**src/rtl/scan_sequencer_3b_if.sv**
```systemverilog
// Bus interface between a scan controller and scan_sequencer_3b.
//   run_i    : level, 1 = scan continuously
//   step_i   : single-cycle pulse, one visit (IDLE with run_i=0 only)
//   mask_i   : channel enable mask, bit n=1 visits channel n
//   sel_o    : channel index to the decoder select input
//   enable_o : decoder enable
//   wrap_o   : one-cycle pulse on the first dwell cycle of a wrapping visit
//   busy_o   : 1 whenever the sequencer is not idle
interface scan_sequencer_3b_if;
  logic       run_i;
  logic       step_i;
  logic [7:0] mask_i;
  logic [2:0] sel_o;
  logic       enable_o;
  logic       wrap_o;
  logic       busy_o;

  modport slave (
    input  run_i, step_i, mask_i,
    output sel_o, enable_o, wrap_o, busy_o
  );

  modport master (
    output run_i, step_i, mask_i,
    input  sel_o, enable_o, wrap_o, busy_o
  );
endinterface

```
**src/rtl/scan_sequencer_3b.sv**
```systemverilog
// Time-multiplexed 8-channel scan sequencer driving a 3x8 decoder.
// Holds each unmasked channel for DWELL_CYCLES with enable high, with an
// optional BLANK_CYCLES gap so the select never moves while enabled.
//   clk_i  : system clock, rising edge
//   rst_ni : asynchronous active-low reset
//   bus    : scan_sequencer_3b_if.slave (run/step/mask in, sel/enable/wrap/busy out)
module scan_sequencer_3b #(
  parameter int unsigned DWELL_CYCLES = 4,
  parameter int unsigned BLANK_CYCLES = 1
) (
  input  logic                 clk_i,
  input  logic                 rst_ni,
  scan_sequencer_3b_if.slave   bus
);

  localparam int unsigned CNT_W      = 8;
  localparam logic [CNT_W-1:0] DWELL_LAST = CNT_W'(DWELL_CYCLES - 1);
  localparam logic [CNT_W-1:0] BLANK_LAST =
    (BLANK_CYCLES == 0) ? '0 : CNT_W'(BLANK_CYCLES - 1);

  typedef enum logic [1:0] {
    IDLE  = 2'd0,
    DWELL = 2'd1,
    BLANK = 2'd2
  } state_e;

  state_e           state_q;
  logic [2:0]       sel_q;
  logic             enable_q;
  logic             wrap_q;
  logic             busy_q;
  logic [CNT_W-1:0] cnt_q;
  logic             step_mode_q;
  logic             wrap_pend_q;

  logic [2:0]       next_sel;
  logic             mask_any;
  logic             next_wraps;

  // Lowest set mask bit strictly after c, wrapping; c itself is last candidate.
  function automatic logic [2:0] next_ch(input logic [2:0] c, input logic [7:0] m);
    logic [2:0] r;
    logic [2:0] idx;
    r = c;
    for (int i = 8; i >= 1; i--) begin
      idx = c + 3'(i);
      if (m[idx]) r = idx;
    end
    return r;
  endfunction

  assign next_sel   = next_ch(sel_q, bus.mask_i);
  assign mask_any   = |bus.mask_i;
  assign next_wraps = (next_sel <= sel_q);

  // Sequencer state and registered outputs.
  always_ff @(posedge clk_i or negedge rst_ni) begin
    if (!rst_ni) begin
      state_q     <= IDLE;
      sel_q       <= 3'b111;
      enable_q    <= 1'b0;
      wrap_q      <= 1'b0;
      busy_q      <= 1'b0;
      cnt_q       <= '0;
      step_mode_q <= 1'b0;
      wrap_pend_q <= 1'b0;
    end else begin
      wrap_q <= 1'b0;
      unique case (state_q)
        IDLE: begin
          if (mask_any && (bus.run_i || bus.step_i)) begin
            state_q     <= DWELL;
            sel_q       <= next_sel;
            wrap_q      <= next_wraps;
            enable_q    <= 1'b1;
            busy_q      <= 1'b1;
            cnt_q       <= '0;
            step_mode_q <= !bus.run_i;
          end
        end
        DWELL: begin
          if (cnt_q == DWELL_LAST) begin
            cnt_q <= '0;
            if (step_mode_q || !bus.run_i || !mask_any) begin
              state_q  <= IDLE;
              enable_q <= 1'b0;
              busy_q   <= 1'b0;
            end else if (BLANK_CYCLES > 0) begin
              // Load the next channel now; its wrap flag fires on DWELL entry.
              state_q     <= BLANK;
              sel_q       <= next_sel;
              wrap_pend_q <= next_wraps;
              enable_q    <= 1'b0;
            end else begin
              sel_q  <= next_sel;
              wrap_q <= next_wraps;
            end
          end else begin
            cnt_q <= cnt_q + CNT_W'(1);
          end
        end
        BLANK: begin
          if (!bus.run_i) begin
            state_q <= IDLE;
            busy_q  <= 1'b0;
            cnt_q   <= '0;
          end else if (cnt_q == BLANK_LAST) begin
            state_q  <= DWELL;
            enable_q <= 1'b1;
            wrap_q   <= wrap_pend_q;
            cnt_q    <= '0;
          end else begin
            cnt_q <= cnt_q + CNT_W'(1);
          end
        end
        default: begin
          state_q  <= IDLE;
          enable_q <= 1'b0;
          busy_q   <= 1'b0;
          cnt_q    <= '0;
        end
      endcase
    end
  end

  assign bus.sel_o    = sel_q;
  assign bus.enable_o = enable_q;
  assign bus.wrap_o   = wrap_q;
  assign bus.busy_o   = busy_q;

endmodule

```
**src/flat_wrapper.sv**
```systemverilog
// flat-port wrapper written by rule: the top's interface ports become plain ports
module scan_sequencer_3b_flat 
#(
  parameter int unsigned DWELL_CYCLES = 4,
  parameter int unsigned BLANK_CYCLES = 1
)
  (clk_i, rst_ni, bus_run_i, bus_step_i, bus_mask_i, bus_sel_o, bus_enable_o, bus_wrap_o, bus_busy_o);
  scan_sequencer_3b_if bus_i ();
  input  logic clk_i;
  input  logic rst_ni;
  input wire logic [$bits(bus_i.run_i)-1:0] bus_run_i;
  input wire logic [$bits(bus_i.step_i)-1:0] bus_step_i;
  input wire logic [$bits(bus_i.mask_i)-1:0] bus_mask_i;
  output wire logic [$bits(bus_i.sel_o)-1:0] bus_sel_o;
  output wire logic [$bits(bus_i.enable_o)-1:0] bus_enable_o;
  output wire logic [$bits(bus_i.wrap_o)-1:0] bus_wrap_o;
  output wire logic [$bits(bus_i.busy_o)-1:0] bus_busy_o;
  assign bus_i.run_i = bus_run_i;
  assign bus_i.step_i = bus_step_i;
  assign bus_i.mask_i = bus_mask_i;
  assign bus_sel_o = bus_i.sel_o;
  assign bus_enable_o = bus_i.enable_o;
  assign bus_wrap_o = bus_i.wrap_o;
  assign bus_busy_o = bus_i.busy_o;
  scan_sequencer_3b #(.DWELL_CYCLES(DWELL_CYCLES), .BLANK_CYCLES(BLANK_CYCLES)) u_core (.clk_i(clk_i), .rst_ni(rst_ni), .bus(bus_i));
endmodule
```
**config.mk**
```make
export PLATFORM = sky130hd
export DESIGN_NAME = scan_sequencer_3b_flat
export DESIGN_NICKNAME = d
export VERILOG_FILES = /design/src/rtl/scan_sequencer_3b_if.sv /design/src/rtl/scan_sequencer_3b.sv /design/src/flat_wrapper.sv
export SDC_FILE = /design/constraint.sdc
export NUM_CORES = 1
export LEC_CHECK = 0
export ABC_AREA = 1
export ABC_CLOCK_PERIOD_IN_PS = 7300
export CORE_ASPECT_RATIO = 1.5
export CORE_MARGIN = 8
export CORE_UTILIZATION = 30
export CTS_CLUSTER_DIAMETER = 150
export DETAILED_ROUTE_END_ITERATION = 16
export PLACE_DENSITY = 0.58
export SLEW_MARGIN = 10
export SYNTH_ARGS = -nofsm -noshare
export SYNTH_HDL_FRONTEND = slang
export SYNTH_SLANG_ARGS = --single-unit
```
**constraint.sdc**
```tcl
create_clock -name clk_i -period 7.3 [get_ports clk_i]
set_input_delay 2.19 -clock clk_i [delete_from_list [all_inputs] [get_ports clk_i]]
set_output_delay 2.19 -clock clk_i [all_outputs]
set_load 0.05 [all_outputs]
```
Word-level counts from Yosys, hierarchy flattened
Cells that the tools add are included.
{"block": "totals", "reg_bits": 18, "out_inout_bits": 6, "input_bits": 12}
{"block": "classes", "order_cmp": 8, "n_bitwise": 1, "eq_ne": 11, "muxes": 49, "n_addsub": 8, "n_reduce_logical": 16}
{"cell": "$mux 8", "count": 4}
{"cell": "$mux 3", "count": 10}
{"cell": "$lt 3x4->1 const B", "count": 7}
{"cell": "$pmux 8 s3", "count": 1}
{"cell": "$bmux 1 s3", "count": 7}
{"cell": "$mux 1", "count": 17}
{"cell": "$add 3x3->3 const B", "count": 4}
{"cell": "$reduce_and 4->1", "count": 3}
{"cell": "$mux 2", "count": 5}
{"cell": "$add 8x1->8 const B", "count": 1}
{"cell": "$eq 8x2->1 const B", "count": 1}
{"cell": "$logic_not 8->1", "count": 1}
{"cell": "$ne 2x1->1 const B", "count": 4}
{"cell": "$reduce_or 8->1", "count": 1}
{"cell": "$add 3x2->3 const B", "count": 2}
{"cell": "$ne 2x2->1 const B", "count": 3}
{"cell": "$pmux 1 s3", "count": 2}
{"cell": "$pmux 2 s3", "count": 1}
{"cell": "$pmux 3 s2", "count": 1}
{"cell": "$reduce_and 3->1", "count": 2}
{"cell": "$add 3x1->3 const B", "count": 1}
{"cell": "$le 3x3->1", "count": 1}
{"cell": "$logic_or 1x1->1", "count": 3}
{"cell": "$ne 3x2->1 const B", "count": 1}
{"cell": "9 further kinds", "count": 10}

Logic depth before layout (Yosys ltp)
Gate-level depths: netlist of run 1.
{"block": "depth", "ltp_word": 13, "depth_mapped": 21, "depth_no_buf": 20}

Worst setup path after synthesis of run 1
Ideal clock, no wire load.
{"block": "synth_path", "kind": "input to register", "startpoint": "input port bus_mask_i[0]", "endpoint": "register u_core.wrap_q (netlist: u_core.bus.wrap_o)", "arrival_ps": 3542, "setup_ps": 101, "n_path_buf": 0, "slack_ps": 3658, "stages": 14, "path_cell_list": "nand2_1 > nand3_1 > nand3_1 > nand2_2 > inv_2 > nand3_1 > nand2_1 > nand2_1 > nand2_1 > a21oi_1 > ha_1 > a21oi_1 > a32oi_1 > o32ai_1"}
{"block": "synth_between", "elab_chain_cells": 12}
{"item": "start: declaration", "line": "flat_wrapper.sv:13", "text": "input wire logic [$bits(bus_i.mask_i)-1:0] bus_mask_i;"}
{"item": "$bmux 1 s3", "line": "scan_sequencer_3b.sv:47", "text": "if (m[idx]) r = idx;"}
{"item": "$mux 1 (not written as such)", "line": "scan_sequencer_3b.sv:47"}
{"item": "$mux 3 (6 in a row)", "line": "scan_sequencer_3b.sv:47"}
{"item": "$mux 3 *", "line": "scan_sequencer_3b.sv:47"}
{"item": "net u_core.next_sel[2]", "line": "scan_sequencer_3b.sv:36", "text": "logic [2:0] next_sel;"}
{"item": "$le 3x3->1 *", "line": "scan_sequencer_3b.sv:54", "text": "assign next_wraps = (next_sel <= sel_q);"}
{"item": "$mux 1 *", "line": "scan_sequencer_3b.sv:71", "text": "if (mask_any && (bus.run_i || bus.step_i)) begin"}
{"item": "$pmux 1 s2 *", "line": "scan_sequencer_3b.sv:69", "text": "unique case (state_q)"}
{"item": "end signal: assignment", "line": "scan_sequencer_3b.sv:74", "text": "wrap_q <= next_wraps;"}
{"item": "end signal: assignment", "line": "scan_sequencer_3b.sv:96", "text": "wrap_q <= next_wraps;"}
{"item": "end signal: assignment", "line": "scan_sequencer_3b.sv:110", "text": "wrap_q <= wrap_pend_q;"}
{"item": "end: declaration", "line": "scan_sequencer_3b.sv:30", "text": "logic wrap_q;"}
Mark *: on every way through the listed nets, which the timed path passes. The rest lies on a longest branch. The select of a mux whose other input is x is not followed.
A chain may end at the register's enable or synchronous reset.

Final worst setup path of run 1
{"block": "layout_path", "startpoint": "input port bus_mask_i[5]", "endpoint": "register u_core.wrap_pend_q"}
{"block": "layout_between", "elab_chain_cells": 10}
{"item": "$bmux 1 s3", "line": "scan_sequencer_3b.sv:47"}
{"item": "$mux 1 (not written as such)", "line": "scan_sequencer_3b.sv:47"}
{"item": "$mux 3 (6 in a row)", "line": "scan_sequencer_3b.sv:47"}
{"item": "$mux 3 *", "line": "scan_sequencer_3b.sv:47"}
{"item": "net u_core.next_sel[1]", "line": "scan_sequencer_3b.sv:36"}
{"item": "$le 3x3->1 *", "line": "scan_sequencer_3b.sv:54"}
{"item": "end signal: assignment", "line": "scan_sequencer_3b.sv:92", "text": "wrap_pend_q <= next_wraps;"}
{"item": "end: declaration", "line": "scan_sequencer_3b.sv:34", "text": "logic wrap_pend_q;"}
Marks and branches as above.

==> results of run 1 <==
==> metrics by stage <==
step,worst slack (ns),cell area (µm²)
after floorplan,3.66,1710
after global placement,2.89,1940
after detailed placement,2.87,1940
after CTS,3.13,1990
after global routing,2.84,1990
final,3.14,1990
==> cell type report <==
class	instances	share of cell area, %
well taps	70	4.39
repair buffers	17	8.54
flip-flops and latches	18	22.8
multi-input cells	199	53.5
inverters	42	8.04
clock buffers	4	2.76
==> cells in the final DEF, fill, tap and decap left out <==
cell / count
nand4_2: 1
o21ai_1: 1
inv_1: 32
a21boi_1: 1
clkdlybuf4s50_1: 17
o31ai_1: 1
nand3_1: 34
a21oi_1: 14
nand4_1: 1
nor3b_1: 2
xnor2_2: 1
nand2_2: 5
nand3_2: 6
inv_4: 1
clkbuf_8: 4
inv_2: 9
nor4_2: 2
o211ai_1: 1
dfrtp_1: 15
nor2_2: 2
nor3_1: 4
nor2_4: 2
nand2_1: 77
dfstp_2: 3
nand3b_1: 1
o32ai_1: 1
a32oi_1: 1
o21ai_0: 10
ha_1: 11
nor2_1: 20
==> critical path: stages <==
cell	delay, ns
clkdlybuf4s50_1	0.52
nand2_2	0.07
nand2_1	0.12
nand2_1	0.07
nand4_2	0.14
inv_2	0.05
o21ai_0	0.15
inv_1	0.05
nand2_1	0.06
nand2_1	0.06
a21boi_1	0.14
ha_1	0.26
a32oi_1	0.25
o21ai_0	0.14
==> cells by family after synthesis <==
family                     after synthesis
and+or+nand+nor                        157
adders and majority gates               11
DFF                                     18
AOI/OAI and AO/OA                       30
xor gates and xnor gates                 1
buffers and inverters                   45
==> sequential cells by signal (all words and copies together), names as in the netlist <==
| register | count |
|---|---|
| u_core.wrap_pend_q | 1 |
| u_core.bus.sel_o | 3 |
| u_core.bus.enable_o | 1 |
| u_core.bus.busy_o | 1 |
| u_core.state_q | 2 |
| u_core.step_mode_q | 1 |
| u_core.cnt_q | 8 |
| u_core.bus.wrap_o | 1 |
==> worst max path at each step <==
stage | depth (start not counted) | to | slack, ns
finish | 14 | u_core.wrap_pend_q$_DFFE_PN0P_ | 3.14
global route | 16 | u_core.wrap_pend_q$_DFFE_PN0P_ | 2.84
CTS | 15 | u_core.bus.wrap_o$_DFF_PN0_ | 3.13
detailed placement | 15 | u_core.bus.wrap_o$_DFF_PN0_ | 2.87
global placement | 15 | u_core.bus.wrap_o$_DFF_PN0_ | 2.89
floorplan | 14 | u_core.bus.wrap_o$_DFF_PN0_ | 3.66
==> routing by layer <==
metal,share of wire (%),up-vias
met1,38,741
li1,-,887
met2,54,39
met3,4.3,14
met4,3.2,0
met5,0,-
==> impl_metrics.tcl, run 1 <==
set metrics [dict create \
    reg2regPathDepth 16 \
    cts_buffer_depth 2 \
    synthesis.area_mm2 0.00171 \
    vias 1681 \
    grt_pass1_wl_mm 7.54 \
    ys_seq_area_share_pct 26.5 \
    r2r_slack_ns 4.07 \
    ys_types 29 \
    utilization_pct 36.3 \
    die_area_mm2 0.00844 \
    synth_warnings 0 \
    fin_nets 304 \
    synth_adder_area_share_pct 8.03 \
    cts.repair.resized 0 \
    avgSynthCellArea_um2 6.54 \
    synth_top_family_by_area "simple AND/OR/NAND/NOR gates" \
    ioPinCount 18 \
    worst_pin_slew_ns 0.815 \
    drt_iter0_drc 59 \
    startpoint "bus_mask_i[5]" \
    tns_ns 0 \
    synth_top_area_share_pct 21.9 \
    start_util_pct 31.2 \
    hold_buffers 0 \
    grt_use_met3_pct 1.83 \
    syn_to_final_growth_pct 16.3 \
    min_period_ns 4.16 \
    root_buffer "clkbuf_8" \
    synth-xor-area-share_pct 0.949 \
    synth.most_common_cell "nand2_1" \
    async_reset_ff_share_pct 100 \
    track_usage_pct 10.7 \
    ys.flop_type "dfrtp_1" \
    postCtsSetupBuffers 0 \
    rsz0062_at_grt "false" \
    clk_latency_ns 0.25 \
    first_pass_iters 4 \
    synth.mux.area_fraction_pct 0 \
    nFillCells 613 \
    drv_slew 0 \
    cts_tree "yes" \
    final_cells 350 \
    critPathMaxFanout 3 \
    gr-usage-met1_pct 9.52 \
    slew_headroom_pct 45.5 \
    drive_above_1_share_pct 12.9 \
    cap_violations 0 \
    cts_buffers 3 \
    dpl.cell_count 346 \
    wirelength_mm 4.21 \
    grtUsageMet2_pct 22.3 \
    synth_compound_area_share_pct 9.64 \
    hp-start "u_core.bus.enable_o$_DFFE_PN0P_" \
    antenna_found_initial 0 \
    dpl.hpwl_mm 3.51 \
    ys_ff_latch 18 \
    gp_congestion 0.895 \
    top_usage_layer "met2" \
    hp-class "reg -> reg" \
    whs_ns 0.489 \
    holdPathEnd "u_core.bus.enable_o$_DFFE_PN0P_" \
    critPathArrivalTime_ns 4.29 \
    synthTopCellsByArea "dfrtp_1 22%, nand2_1 17%, nand3_1 9.9%, ha_1 8.0%, inv_1 7.0%" \
    core_mm2 0.00549 \
    worst_ep_required_time_ns 7.42 \
    max_freq_ghz 0.240 \
    antenna_left 0 \
    numPortBuffers 17 \
    reg2reg_from "u_core.bus.sel_o[0]$_DFFE_PN1P_" \
    status "completed" \
    grt_max_degree 19 \
    cp-end-kind "flop" \
    synth_commonest_cells "77 x nand2_1, 34 x nand3_1, 32 x inv_1, 20 x nor2_1, 15 x dfrtp_1" \
    post-route-period-util_pct 57.0 \
    clkSinkCount 18 \
    crit_type "in -> reg" \
    timing.rr.end "u_core.wrap_pend_q$_DFFE_PN0P_" \
    die_y_um 109 \
    drcViolationCount 0 \
    rows 33 \
    die_x_um 77.7 \
    grt_pass1_vias 1818 \
    wl_per_cell_um 12.0 \
    finalHoldViolCount 0 \
    crit_path_start_kind "input port" \
    grt-ovfl-total 0 \
    antennaDiodeCount 0 \
    holdPathStages 2 \
    h-tree-depth 1 \
    path_clk_slew_ns 0.07 \
    seq_area_um2 454 \
    yosys.area_share.simple_pct 43.6 \
    via_per_inst 4.80 \
    syn_inst 262 \
    synth_edf_count 0 \
    synth_fp_nets 285 \
    skew_ns 0.00213 \
    multi_input_area_mm2 0.00107 \
    synth_top_area_cell "dfrtp_1" \
    setup_viol 0 \
]
Power of run 1 is left out: the tool's default activity adds up to more than one toggle a clock period on the data nets, which glitch-free logic cannot reach.
==> run 2, diff against run 1 <==
--- a/config.mk
+++ b/config.mk
@@ -6,7 +6,7 @@
 export NUM_CORES = 1
 export LEC_CHECK = 0
 export ABC_AREA = 1
-export ABC_CLOCK_PERIOD_IN_PS = 7300
+export ABC_CLOCK_PERIOD_IN_PS = 4200
 export CORE_ASPECT_RATIO = 1.5
 export CORE_MARGIN = 8
 export CORE_UTILIZATION = 30
==> constraint.sdc (replaced) <==
create_clock -name clk_i -period 4.2 [get_ports clk_i]
set_input_delay 1.26 -clock clk_i [delete_from_list [all_inputs] [get_ports clk_i]]
set_output_delay 1.26 -clock clk_i [all_outputs]
set_load 0.05 [all_outputs]
==> run 2 against run 1 <==
Effect of this change: first-iteration DRC count up 41%; critical path depth is 1 higher; non-clock buffer count is the same; core utilization is the same; cell count is the same; hold slack barely moved; sequential cell count unchanged; clock skew increased by 0.0023 ns; sequential share of layout area unchanged; critical endpoint is now u_core.bus.wrap_o$_DFF_PN0_.
==> impl_metrics.tcl, run 2 (synthesis results as in run 1) <==
set metrics [dict create \
    status "completed" \
    cp-end-kind "flop" \
    die_y_um 109 \
    wl_per_cell_um 11.9 \
    finalHoldViolCount 0 \
    crit_slowest_cell "clkdlybuf4s50_1" \
    fin_nets 304 \
    cts_buffers 3 \
    clk_latency_ns 0.25 \
    largest_register "u_core.cnt_q" \
    grt_max_degree 19 \
    grt_pass1_wl_mm 7.57 \
    post-route-period-util_pct 76.7 \
    antennaDiodeCount 0 \
    path_clk_slew_ns 0.07 \
    grt_pass1_vias 1788 \
    antenna_left 0 \
    tns_ns 0 \
    cap_violations 0 \
    critPathArrivalTime_ns 3.38 \
    start_util_pct 31.2 \
    most-common-layout-cells "77 x nand2_1, 34 x nand3_1, 32 x inv_1" \
    dpl.cell_count 346 \
    worst_pin_slew_ns 0.833 \
    cts_buffer_depth 2 \
    max_freq_ghz 0.310 \
    utilization_pct 36.3 \
    layout_commonest_cell "nand2_1" \
    skew_ns 0.00448 \
    min_period_ns 3.22 \
    crit_path_cell_trace "clkdlybuf4s50_1, nand2_1, nand3_1, nand3_1, nand2_2, inv_2, nand3_1, nand2_1, nand2_1, nand2_1, a21oi_1, ha_1, a21oi_1, a32oi_1, o32ai_1" \
    crit_type "in -> reg" \
    first_pass_iters 5 \
    slew_headroom_pct 44.3 \
    wirelength_mm 4.18 \
    largest_register_ffs 8 \
    rsz0062_at_grt "false" \
    antenna_found_initial 0 \
    drt_iter0_drc 83 \
    die_x_um 77.7 \
    clkSinkCount 18 \
    numPortBuffers 17 \
    die_area_mm2 0.00844 \
    via_per_inst 4.76 \
    gp_congestion 0.895 \
    final_area_mm2 0.00199 \
    vias 1665 \
    core_mm2 0.00549 \
    track_usage_pct 10.8 \
    setup_viol 0 \
    drcViolationCount 0 \
    path_common_cell "nand2_1" \
    rows 33 \
    max_stage_delay_ns 0.52 \
    hold_buffers 0 \
    cts.repair.resized 0 \
    grt-ovfl-total 0 \
    crit_path_start_kind "input port" \
    worst_ep_required_time_ns 4.35 \
    h-tree-depth 1 \
    drv_slew 0 \
    placed_area_mm2 0.00194 \
    critPathMaxFanout 3 \
    dpl.hpwl_mm 3.49 \
    ioPinCount 18 \
    root_buffer "clkbuf_8" \
    cts_tree "yes" \
    hp-class "reg -> reg" \
    final_cells 350 \
    drive_above_1_share_pct 12.9 \
    syn_to_final_growth_pct 16.3 \
    postCtsSetupBuffers 0 \
]
==> run 2: cell counts in the layout (fill, tap and decap cells not counted) <==
No cell type changed its count.
==> run 2: stage by stage <==
step | hold WS, ns | setup slack (ns)
2_1_floorplan | 0.453 | 1.35
3_3_place_gp | 0.470 | 0.718
3_5_place_dp | 0.482 | 0.691
4_1_cts | 0.501 | 0.956
5_1_grt | 0.554 | 0.697
6_report | 0.489 | 0.977
==> run 2: path summary, 6_finish.rpt <==
check                      depth (start not counted)                            start  slack [ns]                               to
setup / recovery                                  15                    bus_mask_i[2]        0.98      u_core.bus.wrap_o$_DFF_PN0_
hold / removal                                     2  u_core.bus.enable_o$_DFFE_PN0P_        0.49  u_core.bus.enable_o$_DFFE_PN0P_
setup reg to reg                                  16  u_core.bus.sel_o[0]$_DFFE_PN1P_        1.00   u_core.wrap_pend_q$_DFFE_PN0P_
hold reg to reg                                    2  u_core.bus.enable_o$_DFFE_PN0P_        0.49  u_core.bus.enable_o$_DFFE_PN0P_
max in group asynchronous                          1                           rst_ni        2.20   u_core.step_mode_q$_DFFE_PN0P_
min in group asynchronous                          1                           rst_ni        1.48      u_core.cnt_q[3]$_DFFE_PN0P_
==> run 2: per-layer routing <==
metal	GRT usage (%)	vias to the layer above	wire (µm)	part of all wire, %
met5	0	-	0	0
met1	9.76	747	1630	39
met2	22.8	26	2310	55
met3	1.99	10	161	3.8
met4	3.25	0	82	2.0
li1	-	882	-	-
==> run 2: final cells by class <==
class / instances / area (µm²)
Clock buffer: 4 / 55.1
Inverter: 42 / 160
Timing Repair Buffer: 17 / 170
Tap cell: 70 / 87.6
Fill cell: 608 / 3500
Sequential cell: 18 / 454
Multi-Input combinational cell: 199 / 1070
==> run 2: worst max-delay path: cells and delay by family <==
kind,cells,cell delay (ns)
adder cells (fa/ha/maj),1,0.27
AO/OA/AOI/OAI,4,0.62
AND/OR/NAND/NOR,8,0.65
buffers and inverters,2,0.56
Power of run 2 is left out for the same reason.
==> run 3, diff against run 2 <==
--- a/config.mk
+++ b/config.mk
@@ -6,13 +6,13 @@
 export NUM_CORES = 1
 export LEC_CHECK = 0
 export ABC_AREA = 1
-export ABC_CLOCK_PERIOD_IN_PS = 4200
+export ABC_CLOCK_PERIOD_IN_PS = 2900
 export CORE_ASPECT_RATIO = 1.5
 export CORE_MARGIN = 8
 export CORE_UTILIZATION = 30
 export CTS_CLUSTER_DIAMETER = 150
 export DETAILED_ROUTE_END_ITERATION = 16
-export PLACE_DENSITY = 0.58
+export PLACE_DENSITY = 0.59
 export SLEW_MARGIN = 10
 export SYNTH_ARGS = -nofsm -noshare
 export SYNTH_HDL_FRONTEND = slang
==> constraint.sdc (replaced) <==
create_clock -name clk_i -period 2.9 [get_ports clk_i]
set_input_delay 0.87 -clock clk_i [delete_from_list [all_inputs] [get_ports clk_i]]
set_output_delay 0.87 -clock clk_i [all_outputs]
set_load 0.05 [all_outputs]
==> run 3 against run 2 <==
Effect of this change: clock-buffer cell count unchanged; sequential share of layout area down 2.4 points; highest routed layer unchanged; via count up 5.5%; register-to-register slack worse by 0.77 ns; sequential cell count unchanged; cell count up 4.0%; global-route usage down 0.086 points; setup slack worse by 0.76 ns.
==> impl_metrics.tcl, run 3 (synthesis results as in run 1) <==
set metrics [dict create \
    post-route-period-util_pct 92.7 \
    ioPinCount 18 \
    drt_iter0_drc 90 \
    numPortBuffers 17 \
    antennaDiodeCount 0 \
    dpl.hpwl_mm 3.65 \
    largest_register_ffs 8 \
    gp_congestion 0.921 \
    r2r_slack_ns 0.23 \
    cap_violations 0 \
    wl_per_cell_um 12.6 \
    layout_commonest_cell "nand2_1" \
    max_stage_delay_ns 0.82 \
    grt-ovfl-total 0 \
    grt_pass1_wl_mm 7.43 \
    start_util_pct 31.2 \
    crit_type "reg -> out" \
    clk_latency_ns 0.25 \
    hp-class "reg -> reg" \
    core_mm2 0.00549 \
    first_pass_iters 4 \
    crit_path_cell_trace "buf_8, clkdlybuf4s50_1" \
    reg2regPathDepth 16 \
    critPathMaxFanout 13 \
    largest_register "u_core.cnt_q" \
    drv_slew 0 \
    die_x_um 77.7 \
    antenna_found_initial 0 \
    setup_viol 0 \
    timing.rr.end "u_core.bus.wrap_o$_DFF_PN0_" \
    grt_max_degree 19 \
    die_area_mm2 0.00844 \
    placed_area_mm2 0.00204 \
    holdPathStages 2 \
    layout_setup_ws_ns 0.213 \
    cts_buffer_depth 2 \
    cts_tree "yes" \
    path_clk_slew_ns 0.07 \
    min_period_ns 2.69 \
    cp-end-kind "output pin" \
    clkSinkCount 18 \
    syn_to_final_growth_pct 30.0 \
    slew_headroom_pct 66.4 \
    status "completed" \
    worst_pin_slew_ns 0.502 \
    cts_buffers 3 \
    vias 1757 \
    grt_pass1_vias 1719 \
    most-common-layout-cells "72 x nand2_1, 31 x inv_1, 26 x nand3_1" \
    reg2reg_from "u_core.bus.sel_o[0]$_DFFE_PN1P_" \
    hp-start "u_core.bus.enable_o$_DFFE_PN0P_" \
    h-tree-depth 1 \
    drive_above_1_share_pct 23.5 \
    hold_buffers 0 \
    fin_nets 318 \
    track_usage_pct 10.7 \
    critPathArrivalTime_ns 1.82 \
    via_per_inst 4.83 \
    final_area_mm2 0.00223 \
    wirelength_mm 4.59 \
    place_ws_ns -0.222 \
    antenna_left 0 \
    max_freq_ghz 0.372 \
    skew_ns 0.00159 \
    finalHoldViolCount 0 \
    root_buffer "clkbuf_8" \
    worst_ep_required_time_ns 2.03 \
    crit_slowest_cell "clkdlybuf4s50_1" \
    rows 33 \
    rsz0062_at_grt "false" \
    die_y_um 109 \
    utilization_pct 40.6 \
    drcViolationCount 0 \
    crit_path_start_kind "flop" \
    holdPathEnd "u_core.bus.enable_o$_DFFE_PN0P_" \
    startpoint "u_core.bus.sel_o[0]$_DFFE_PN1P_" \
]
[run 3: area by class of cell]
type	instances	area, µm²
clock buffers	4	55.1
well taps	70	87.6
repair buffers	31	307
inverters	42	163
multi-input cells	199	1160
fillers	583	3260
flip-flops and latches	18	454
[run 3: timing repair]
item                                   in CTS  in global routing
endpoints found under the hold margin       0                  0
buffers inserted                            0                  1
gates resized for setup                     0                 33
setup endpoints to repair                   0                  2
[run 3: worst max-delay path by stage]
stage | endpoint | slack, ns | depth (start not counted)
CTS | u_core.bus.wrap_o$_DFF_PN0_ | 0.04 | 16
detailed placement | u_core.bus.wrap_o$_DFF_PN0_ | -0.22 | 15
global placement | u_core.bus.wrap_o$_DFF_PN0_ | -0.21 | 15
global route | u_core.bus.wrap_o$_DFF_PN0_ | 0.007 | 16
finish | bus_sel_o[0] | 0.21 | 2
floorplan | u_core.bus.wrap_o$_DFF_PN0_ | 0.05 | 17
[run 3: metrics by stage]
stage | hold slack, ns | std cells | setup TNS (ns)
finish | 0.499 | 364 | 0
global route | 0.520 | 364 | 0
CTS | 0.505 | 363 | 0
detailed placement | 0.487 | 359 | -0.380
global placement | 0.472 | 359 | -0.337
floorplan | 0.453 | 262 | 0
[run 3: per-layer routing]
| metal | share of wire (%) | vias to the layer above | global-route usage [%] | routed length (µm) |
|---|---|---|---|---|
| li1 | - | 913 | - | - |
| met1 | 37 | 794 | 9.76 | 1720 |
| met2 | 55 | 33 | 21.4 | 2510 |
| met3 | 3.1 | 17 | 1.41 | 143 |
| met4 | 4.7 | 0 | 6.50 | 216 |
| met5 | 0 | - | 0 | 0 |
[run 3: worst max-delay path, delay by kind of cell, from the launching register on]
kind	cells	cell delay [ns]
buffers and inverters	2	0.99
flip-flops	1	0.58
Power of run 3 is left out for the same reason.
